<file path="src/rtl/stopwatch_pkg.sv">
// Shared time types and carry/borrow helpers for the stopwatch.
// Latency: n/a (types and pure functions only).
// Backpressure: n/a.
package stopwatch_pkg;

  localparam int SEC_MAX = 59;
  localparam int MIN_MAX = 59;
  // Hours field width of the shared time struct; the top's HR_W must match it.
  localparam int TIME_HR_W = 5;

  typedef struct packed {
    logic [TIME_HR_W-1:0] hr;
    logic [5:0]           min;
    logic [5:0]           sec;
  } time_t;

  // One-second increment with sec->min->hr carry; hours wrap at max_hours.
  function automatic time_t time_inc(time_t t, int unsigned max_hours);
    time_t r;
    r = t;
    if (t.sec != 6'(SEC_MAX)) begin
      r.sec = t.sec + 6'd1;
    end else begin
      r.sec = '0;
      if (t.min != 6'(MIN_MAX)) begin
        r.min = t.min + 6'd1;
      end else begin
        r.min = '0;
        if (t.hr == TIME_HR_W'(max_hours - 1)) r.hr = '0;
        else                                   r.hr = t.hr + TIME_HR_W'(1);
      end
    end
    return r;
  endfunction

  // One-second decrement with borrow; callers never pass 0:00:00.
  function automatic time_t time_dec(time_t t, int unsigned max_hours);
    time_t r;
    r = t;
    if (t.sec != 6'd0) begin
      r.sec = t.sec - 6'd1;
    end else begin
      r.sec = 6'(SEC_MAX);
      if (t.min != 6'd0) begin
        r.min = t.min - 6'd1;
      end else begin
        r.min = 6'(MIN_MAX);
        if (t.hr != '0) r.hr = t.hr - TIME_HR_W'(1);
        else            r.hr = TIME_HR_W'(max_hours - 1);
      end
    end
    return r;
  endfunction

endpackage

</file>
<file path="src/rtl/lap_fifo.sv">
// Show-ahead FIFO for lap entries with sticky drop-on-full flag.
// Latency: pushed entry visible on dout the cycle after push when empty; head advances the cycle after pop.
// Backpressure: none; a push while full without a simultaneous pop is dropped and flagged.
module lap_fifo #(
  parameter int WIDTH = 17,
  parameter int DEPTH = 4,
  localparam int PTR_W = $clog2(DEPTH),
  localparam int CNT_W = $clog2(DEPTH + 1)
) (
  input  logic             clk,
  input  logic             reset,
  input  logic             push,
  input  logic             pop,
  input  logic             flush,
  input  logic [WIDTH-1:0] din,
  output logic [WIDTH-1:0] dout,
  output logic             full,
  output logic             empty,
  output logic [CNT_W-1:0] count,
  output logic             overflow
);

  logic [WIDTH-1:0] mem_q [DEPTH];
  logic [WIDTH-1:0] mem_d [DEPTH];
  logic [PTR_W-1:0] wr_q, wr_d, rd_q, rd_d;
  logic [CNT_W-1:0] count_q, count_d;
  logic [WIDTH-1:0] head_q, head_d;
  logic             valid_q, valid_d;
  logic             ovf_q, ovf_d;
  logic             pop_ok, push_ok;

  // Next-state: pointers, occupancy, registered head and sticky overflow.
  always_comb begin
    mem_d   = mem_q;
    wr_d    = wr_q;
    rd_d    = rd_q;
    count_d = count_q;
    head_d  = head_q;
    valid_d = valid_q;
    ovf_d   = ovf_q;
    pop_ok  = pop && (count_q != '0);
    // A pop in the same cycle frees the slot, so a full push still lands.
    push_ok = push && ((count_q != CNT_W'(DEPTH)) || pop_ok);
    if (flush) begin
      wr_d    = '0;
      rd_d    = '0;
      count_d = '0;
      head_d  = '0;
      valid_d = 1'b0;
      ovf_d   = 1'b0;
    end else begin
      if (push_ok) begin
        mem_d[wr_q] = din;
        wr_d        = wr_q + PTR_W'(1);
      end
      if (pop_ok) rd_d = rd_q + PTR_W'(1);
      if (push && !push_ok) ovf_d = 1'b1;
      count_d = count_q + CNT_W'(push_ok) - CNT_W'(pop_ok);
      valid_d = (count_d != '0);
      // Head holds its last value once the buffer drains.
      if (count_d != '0) begin
        if (count_q == CNT_W'(pop_ok)) head_d = din;
        else                           head_d = mem_q[rd_d];
      end
    end
  end

  // State registers.
  always_ff @(posedge clk) begin
    if (reset) begin
      mem_q   <= '{default: '0};
      wr_q    <= '0;
      rd_q    <= '0;
      count_q <= '0;
      head_q  <= '0;
      valid_q <= 1'b0;
      ovf_q   <= 1'b0;
    end else begin
      mem_q   <= mem_d;
      wr_q    <= wr_d;
      rd_q    <= rd_d;
      count_q <= count_d;
      head_q  <= head_d;
      valid_q <= valid_d;
      ovf_q   <= ovf_d;
    end
  end

  assign dout     = head_q;
  assign full     = (count_q == CNT_W'(DEPTH));
  assign empty    = ~valid_q;
  assign count    = count_q;
  assign overflow = ovf_q;

endmodule

</file>
<file path="src/rtl/stopwatch_lap.sv">
// H:M:S stopwatch with up/down count, preset load and lap capture buffer.
// Latency: commands act at the next edge; first tick TICK_DIV cycles after run rises.
// Backpressure: none; laps into a full buffer are dropped and flagged sticky.
module stopwatch_lap
  import stopwatch_pkg::*;
#(
  parameter int TICK_DIV  = 10,
  parameter int HR_W      = TIME_HR_W,
  parameter int MAX_HOURS = 24,
  parameter int LAP_DEPTH = 4,
  localparam int DIV_W    = $clog2(TICK_DIV),
  localparam int CNT_W    = $clog2(LAP_DEPTH + 1)
) (
  input  logic             clk,
  input  logic             reset,
  input  logic             start,
  input  logic             stop,
  input  logic             clear,
  input  logic             mode_down,
  input  logic             load,
  input  logic [5:0]       load_sec,
  input  logic [5:0]       load_min,
  input  logic [HR_W-1:0]  load_hr,
  input  logic             lap,
  input  logic             lap_rd,
  output logic [5:0]       seconds,
  output logic [5:0]       minutes,
  output logic [HR_W-1:0]  hours,
  output logic             run,
  output logic             expired,
  output logic             lap_valid,
  output logic [5:0]       lap_sec,
  output logic [5:0]       lap_min,
  output logic [HR_W-1:0]  lap_hr,
  output logic [CNT_W-1:0] lap_count,
  output logic             lap_overflow
);

  time_t            time_q, time_d, load_t, lap_head;
  logic [DIV_W-1:0] div_q, div_d;
  logic             run_q, run_d;
  logic             expired_q, expired_d;
  logic             tick, time_zero, lap_empty, lap_full;

  // Saturate the preset fields into a legal time.
  always_comb begin
    load_t     = '0;
    load_t.sec = (load_sec > 6'(SEC_MAX)) ? 6'(SEC_MAX) : load_sec;
    load_t.min = (load_min > 6'(MIN_MAX)) ? 6'(MIN_MAX) : load_min;
    load_t.hr  = (32'(load_hr) >= MAX_HOURS) ? TIME_HR_W'(MAX_HOURS - 1)
                                             : TIME_HR_W'(load_hr);
  end

  // Command priority clear > load > stop > start, then tick-driven counting.
  always_comb begin
    time_d    = time_q;
    div_d     = div_q;
    run_d     = run_q;
    expired_d = expired_q;
    tick      = run_q && (div_q == DIV_W'(TICK_DIV - 1));
    time_zero = (time_q == '0);
    if (clear) begin
      time_d    = '0;
      div_d     = '0;
      run_d     = 1'b0;
      expired_d = 1'b0;
    end else if (load && !run_q) begin
      time_d    = load_t;
      div_d     = '0;
      expired_d = 1'b0;
    end else begin
      if (run_q) div_d = tick ? '0 : div_q + DIV_W'(1);
      if (stop)                                   run_d = 1'b0;
      else if (start && !(mode_down && time_zero)) run_d = 1'b1;
      if (tick) begin
        if (mode_down) begin
          // Countdown stops at zero; the tick reaching zero also halts the run.
          if (!time_zero) begin
            time_d = time_dec(time_q, MAX_HOURS);
            if (time_d == '0) begin
              expired_d = 1'b1;
              run_d     = 1'b0;
            end
          end
        end else begin
          time_d = time_inc(time_q, MAX_HOURS);
        end
      end
    end
  end

  // Time base registers.
  always_ff @(posedge clk) begin
    if (reset) begin
      time_q    <= '0;
      div_q     <= '0;
      run_q     <= 1'b0;
      expired_q <= 1'b0;
    end else begin
      time_q    <= time_d;
      div_q     <= div_d;
      run_q     <= run_d;
      expired_q <= expired_d;
    end
  end

  // Laps capture the time currently on the outputs; clear flushes and wins.
  lap_fifo #(
    .WIDTH ($bits(time_t)),
    .DEPTH (LAP_DEPTH)
  ) u_lap_fifo (
    .clk      (clk),
    .reset    (reset),
    .push     (lap),
    .pop      (lap_rd),
    .flush    (clear),
    .din      (time_q),
    .dout     (lap_head),
    .full     (lap_full),
    .empty    (lap_empty),
    .count    (lap_count),
    .overflow (lap_overflow)
  );

  assign seconds   = time_q.sec;
  assign minutes   = time_q.min;
  assign hours     = HR_W'(time_q.hr);
  assign run       = run_q;
  assign expired   = expired_q;
  // A full buffer is never empty, so the head is valid whenever full is set.
  assign lap_valid = ~lap_empty | lap_full;
  assign lap_sec   = lap_head.sec;
  assign lap_min   = lap_head.min;
  assign lap_hr    = HR_W'(lap_head.hr);

endmodule
</file>
<file path="config.mk">
export PLATFORM = sky130hd
export DESIGN_NAME = stopwatch_lap
export DESIGN_NICKNAME = d
export VERILOG_FILES = /design/src/rtl/stopwatch_pkg.sv /design/src/rtl/lap_fifo.sv /design/src/rtl/stopwatch_lap.sv
export SDC_FILE = /design/constraint.sdc
export NUM_CORES = 1
export LEC_CHECK = 0
export CAP_MARGIN = 15
export CORE_AREA = 2 2 107 109
export CTS_CLUSTER_SIZE = 12
export DETAILED_ROUTE_END_ITERATION = 10
export DIE_AREA = 0 0 109 111
export GPL_TIMING_DRIVEN = 0
export PLACE_DENSITY = 0.85
export SKIP_CTS_REPAIR_TIMING = 1
export SLEW_MARGIN = 20
export SYNTH_ARGS = -nofsm -noshare
export SYNTH_HDL_FRONTEND = slang
export SYNTH_SLANG_ARGS = --single-unit
</file>
<file path="constraint.sdc">
create_clock -name clk -period 3.4 [get_ports clk]
set_clock_uncertainty 0.15 [all_clocks]
set_input_delay 0.34 -clock clk [delete_from_list [all_inputs] [get_ports clk]]
set_output_delay 0.34 -clock clk [all_outputs]
set_load 0.01 [all_outputs]
</file>
==> metrics.txt <==
# TYPE chip_impl_metric gauge
chip_impl_metric{name="netlist_area",unit="um2"} 6150
chip_impl_metric{name="cap_viol_max_count",unit=""} 0
chip_impl_metric{name="synthesis.yosys.warnings",unit=""} 0
chip_impl_metric{name="num_antenna_cells",unit=""} 0
chip_impl_info{name="synth_largest_area_cell",value="dfxtp_1"} 1
chip_impl_metric{name="leakagePower",unit="nW"} 2.61
chip_impl_info{name="run_status",value="finished, final reports clean"} 1
chip_impl_metric{name="die_width",unit="um"} 109
chip_impl_info{name="top_count_cell_post_synth",value="nand2_1"} 1
chip_impl_metric{name="drt-wirelength-per-cell",unit="um"} 17.1
chip_impl_metric{name="finalWeightedCongestion",unit=""} 0.976
chip_impl_metric{name="multi_input_area",unit="um2"} 3460
chip_impl_metric{name="async_reset_ff_share",unit="%"} 0
chip_impl_metric{name="vias_per_cell",unit=""} 5.97
chip_impl_metric{name="worst_ep_arrival_time",unit="ns"} 3.36
chip_impl_metric{name="ioPinCount",unit=""} 67
chip_impl_metric{name="worst_ep_required_time",unit="ns"} 3.53
chip_impl_metric{name="place_hpwl",unit="um"} 12500
chip_impl_metric{name="layout-drive-gt1-share",unit="%"} 9.44
chip_impl_info{name="endpoint_kind",value="flop"} 1
chip_impl_info{name="ys.flop_type",value="dfxtp_1"} 1
chip_impl_metric{name="worst_hold_path.num_cells",unit=""} 2
chip_impl_metric{name="yosysTopAreaCellShare",unit="%"} 38.1
chip_impl_info{name="r2r-end",value="u_lap_fifo.dout[16]$_SDFFE_PP0P_"} 1
chip_impl_metric{name="timing_hold_violations_final",unit=""} 0
chip_impl_metric{name="clock_transition_at_the_registers_of_the_reported_paths",unit="ns"} 0.05
chip_impl_metric{name="share_of_the_core_filled_with_cells",unit="%"} 67.9
chip_impl_metric{name="synth_to_layout_area_growth",unit="%"} 22.4
chip_impl_metric{name="floorplan.initialDensity",unit="%"} 55.5
chip_impl_metric{name="num_rows",unit=""} 39
chip_impl_metric{name="ys_seq_elements",unit=""} 117
chip_impl_metric{name="die_area",unit="um2"} 12100
chip_impl_metric{name="slew_headroom",unit="%"} 36.3
chip_impl_metric{name="sequential_cell_area",unit="um2"} 2340
chip_impl_metric{name="place_worst_setup_slack",unit="ns"} -0.186
chip_impl_metric{name="clock_sinks",unit=""} 117
chip_impl_metric{name="setup.reg_to_reg.worst_slack",unit="ns"} 0.17
chip_impl_metric{name="number_of_inserted_filler_cells_in_the_final_layout",unit=""} 902
chip_impl_metric{name="cts_made_buffers",unit=""} 17
chip_impl_metric{name="globalRouteOverflowTotal",unit=""} 0
chip_impl_metric{name="cts_htree_levels",unit=""} 4
chip_impl_metric{name="grt_antenna_before_repair",unit=""} 0
chip_impl_metric{name="design.core.area",unit="um2"} 11100
chip_impl_metric{name="drtAntennaViolNets",unit=""} 0
chip_impl_metric{name="clock.fmax",unit="MHz"} 309
chip_impl_info{name="holdCritPathClass",value="reg -> reg"} 1
chip_impl_metric{name="max-vdd-ir-drop",unit="mV"} 0.322
chip_impl_metric{name="final_max_slew_viol_count",unit=""} 0
chip_impl_info{name="synth.area.top_cells",value="dfxtp_1 38%, nand2_1 13%, a21oi_1 8.1%"} 1
chip_impl_metric{name="vias",unit=""} 6097
chip_impl_metric{name="drc",unit=""} 0
chip_impl_metric{name="gr-usage-all-layers",unit="%"} 29.9
chip_impl_metric{name="powerDensity",unit="nW/um2"} 516
chip_impl_metric{name="critical_path_peak_fanout",unit=""} 10
chip_impl_info{name="r2r-start",value="u_lap_fifo.count[1]$_SDFF_PP0_"} 1
chip_impl_info{name="hold_path_startpoint",value="u_lap_fifo.mem_q[63]$_SDFFE_PP0P_"} 1
chip_impl_metric{name="drt_iter0_drc",unit=""} 417
chip_impl_metric{name="synthesis.instances",unit=""} 781
chip_impl_metric{name="cts_max_path_buffers",unit=""} 2
chip_impl_metric{name="ys_seq_area_share",unit="%"} 38.1
chip_impl_metric{name="max_slew.worst_pin.slew",unit="ns"} 0.949
chip_impl_metric{name="setup_viol",unit=""} 0
chip_impl_info{name="critPathKind",value="reg -> reg"} 1
chip_impl_metric{name="dp.cells",unit=""} 989
chip_impl_info{name="clock_tree.root_cell",value="clkbuf_16"} 1
chip_impl_metric{name="grt_pass1_vias",unit=""} 5747
chip_impl_info{name="synth.top_cells.by_count",value="207 x nand2_1, 117 x dfxtp_1, 99 x a21oi_1"} 1
chip_impl_metric{name="finish.cell_count_without_fillers",unit=""} 1022
chip_impl_metric{name="synth-edff-count",unit=""} 0
chip_impl_metric{name="synth.lib_cells_used.distinct",unit=""} 69
chip_impl_info{name="critPathLaunchType",value="flop"} 1
chip_impl_metric{name="ratio_of_final_minimum_period_to_clock_period",unit="%"} 95.1
chip_impl_metric{name="grt_first_pass_wirelength",unit="um"} 28600
chip_impl_metric{name="layout_setup_ws",unit="ns"} 0.168
chip_impl_info{name="worst_hold_path.endpoint",value="u_lap_fifo.mem_q[63]$_SDFFE_PP0P_"} 1
chip_impl_info{name="rsz0062_at_grt",value="no"} 1
chip_impl_metric{name="numPortBuffers",unit=""} 65
chip_impl_metric{name="grt_max_degree",unit=""} 17
chip_impl_metric{name="route.final.wire_length",unit="um"} 17500
chip_impl_metric{name="insertion_delay",unit="ns"} 0.41
chip_impl_metric{name="worst_hold_slack",unit="ns"} 0.304
chip_impl_metric{name="synth.avg_cell_area",unit="um2"} 7.87
chip_impl_metric{name="timing.final.crit_period",unit="ns"} 3.23
chip_impl_info{name="cts_tree",value="built"} 1
chip_impl_metric{name="dieHeight",unit="um"} 111
chip_impl_metric{name="syn-num-nets",unit=""} 824
chip_impl_metric{name="final_net_count",unit=""} 909
chip_impl_metric{name="reg2regPathDepth",unit=""} 14
chip_impl_metric{name="firstDrtPassIters",unit=""} 5
flip-flops by register name (all words and copies together), names as in the netlist:
register	flops
u_lap_fifo.valid_q	1
u_lap_fifo.rd_q	2
run	1
u_lap_fifo.wr_q	2
minutes	6
hours	5
u_lap_fifo.overflow	1
u_lap_fifo.dout	17
seconds	6
u_lap_fifo.mem_q	68
expired	1
u_lap_fifo.count	3
div_q	4
power by group:
group	internal, W	leakage, nW	switching (W)
clock	0.00101	0.266	0.000629
combinational	0.000306	1.39	0.000459
sequential	0.00143	0.946	0.0000438
total	0.00275	2.61	0.00113
layout make-up:
type	instances	share of cell area, %
flip-flops and latches	117	31.1
well taps	143	2.38
inverters	20	0.998
multi-input cells	581	46.0
clock inverters	11	1.13
plain buffers	63	3.66
repair buffers	66	8.75
clock buffers	21	5.99
critical path: stages, from the launching register on:
cell	delay, ns
dfxtp_1	0.52
nor2_4	0.10
a21boi_2	0.22
ha_1	0.28
inv_1	0.09
ha_1	0.15
inv_1	0.05
fa_1	0.37
xor2_1	0.16
xnor2_1	0.26
nand3b_1	0.12
buf_4	0.18
clkbuf_2	0.21
o21ai_0	0.19
a31oi_1	0.05
through the flow:
stage / total power, W / instance area (um2) / setup TNS, ns
2_1_floorplan: 0.00196 / 6150 / 0
3_5_place_dp: 0.00224 / 6980 / -2.07
5_1_grt: 0.00403 / 7520 / 0
3_3_place_gp: 0.00223 / 6980 / -0.837
6_report: 0.00388 / 7520 / 0
4_1_cts: 0.00386 / 7510 / 0
layer usage:
| layer | global-route usage (%) | wire length [um] | vias up |
|---|---|---|---|
| met1 | 39.4 | 7310 | 2828 |
| met3 | 6.58 | 1380 | 48 |
| li1 | - | - | 2904 |
| met2 | 48.0 | 8320 | 317 |
| met5 | 0 | 0 | - |
| met4 | 10.6 | 476 | 0 |
worst max-delay path by stage:
stage | endpoint | startpoint | cells past startpoint
5_1_grt | u_lap_fifo.dout[10]$_SDFFE_PP0P_ | u_lap_fifo.count[1]$_SDFF_PP0_ | 14
2_1_floorplan | u_lap_fifo.dout[15]$_SDFFE_PP0P_ | u_lap_fifo.count[1]$_SDFF_PP0_ | 13
3_3_place_gp | u_lap_fifo.dout[15]$_SDFFE_PP0P_ | lap_rd | 13
4_1_cts | u_lap_fifo.dout[16]$_SDFFE_PP0P_ | u_lap_fifo.count[1]$_SDFF_PP0_ | 13
3_5_place_dp | u_lap_fifo.dout[16]$_SDFFE_PP0P_ | lap_rd | 13
6_report | u_lap_fifo.dout[16]$_SDFFE_PP0P_ | u_lap_fifo.count[1]$_SDFF_PP0_ | 14
cells by family (layout without fill, tap and decap cells):
group | count (synthesis) | after routing | synth area share (%)
compound gates | 208 | 208 | 20.4
flops | 117 | 117 | 38.1
xor+xnor | 13 | 13 | 2.28
buf+inv | 83 | 181 | 5.66
fa+ha+maj | 17 | 17 | 3.58
simple gates | 323 | 323 | 23.3
mux | 20 | 20 | 6.72
layout by cell type (no fill, tap or decap), types with 3 or more instances in the layout:
cell type,synthesis,layout
and2_1,9,9
xor2_1,5,5
and3_1,4,4
clkinv_2,0,8
buf_4,2,3
nand3_1,13,13
nand4_1,8,8
nand2_1,207,207
nor4b_1,3,3
clkbuf_1,41,42
nand3b_1,3,3
a21oi_1,99,99
ha_1,16,16
buf_2,17,17
clkdlybuf4s50_1,0,65
a31oi_1,28,28
o21ai_0,35,35
dfxtp_1,117,117
mux4_2,17,17
nand2b_1,3,3
o221ai_1,4,4
nor2b_1,4,4
clkbuf_16,0,17
nor3_1,8,8
mux2i_1,3,3
nor2_1,43,43
a41o_1,3,3
o211ai_1,5,5
xnor2_1,6,6
a211oi_1,4,4
inv_1,20,20
Note: power is estimated with default switching activity, not from simulation.
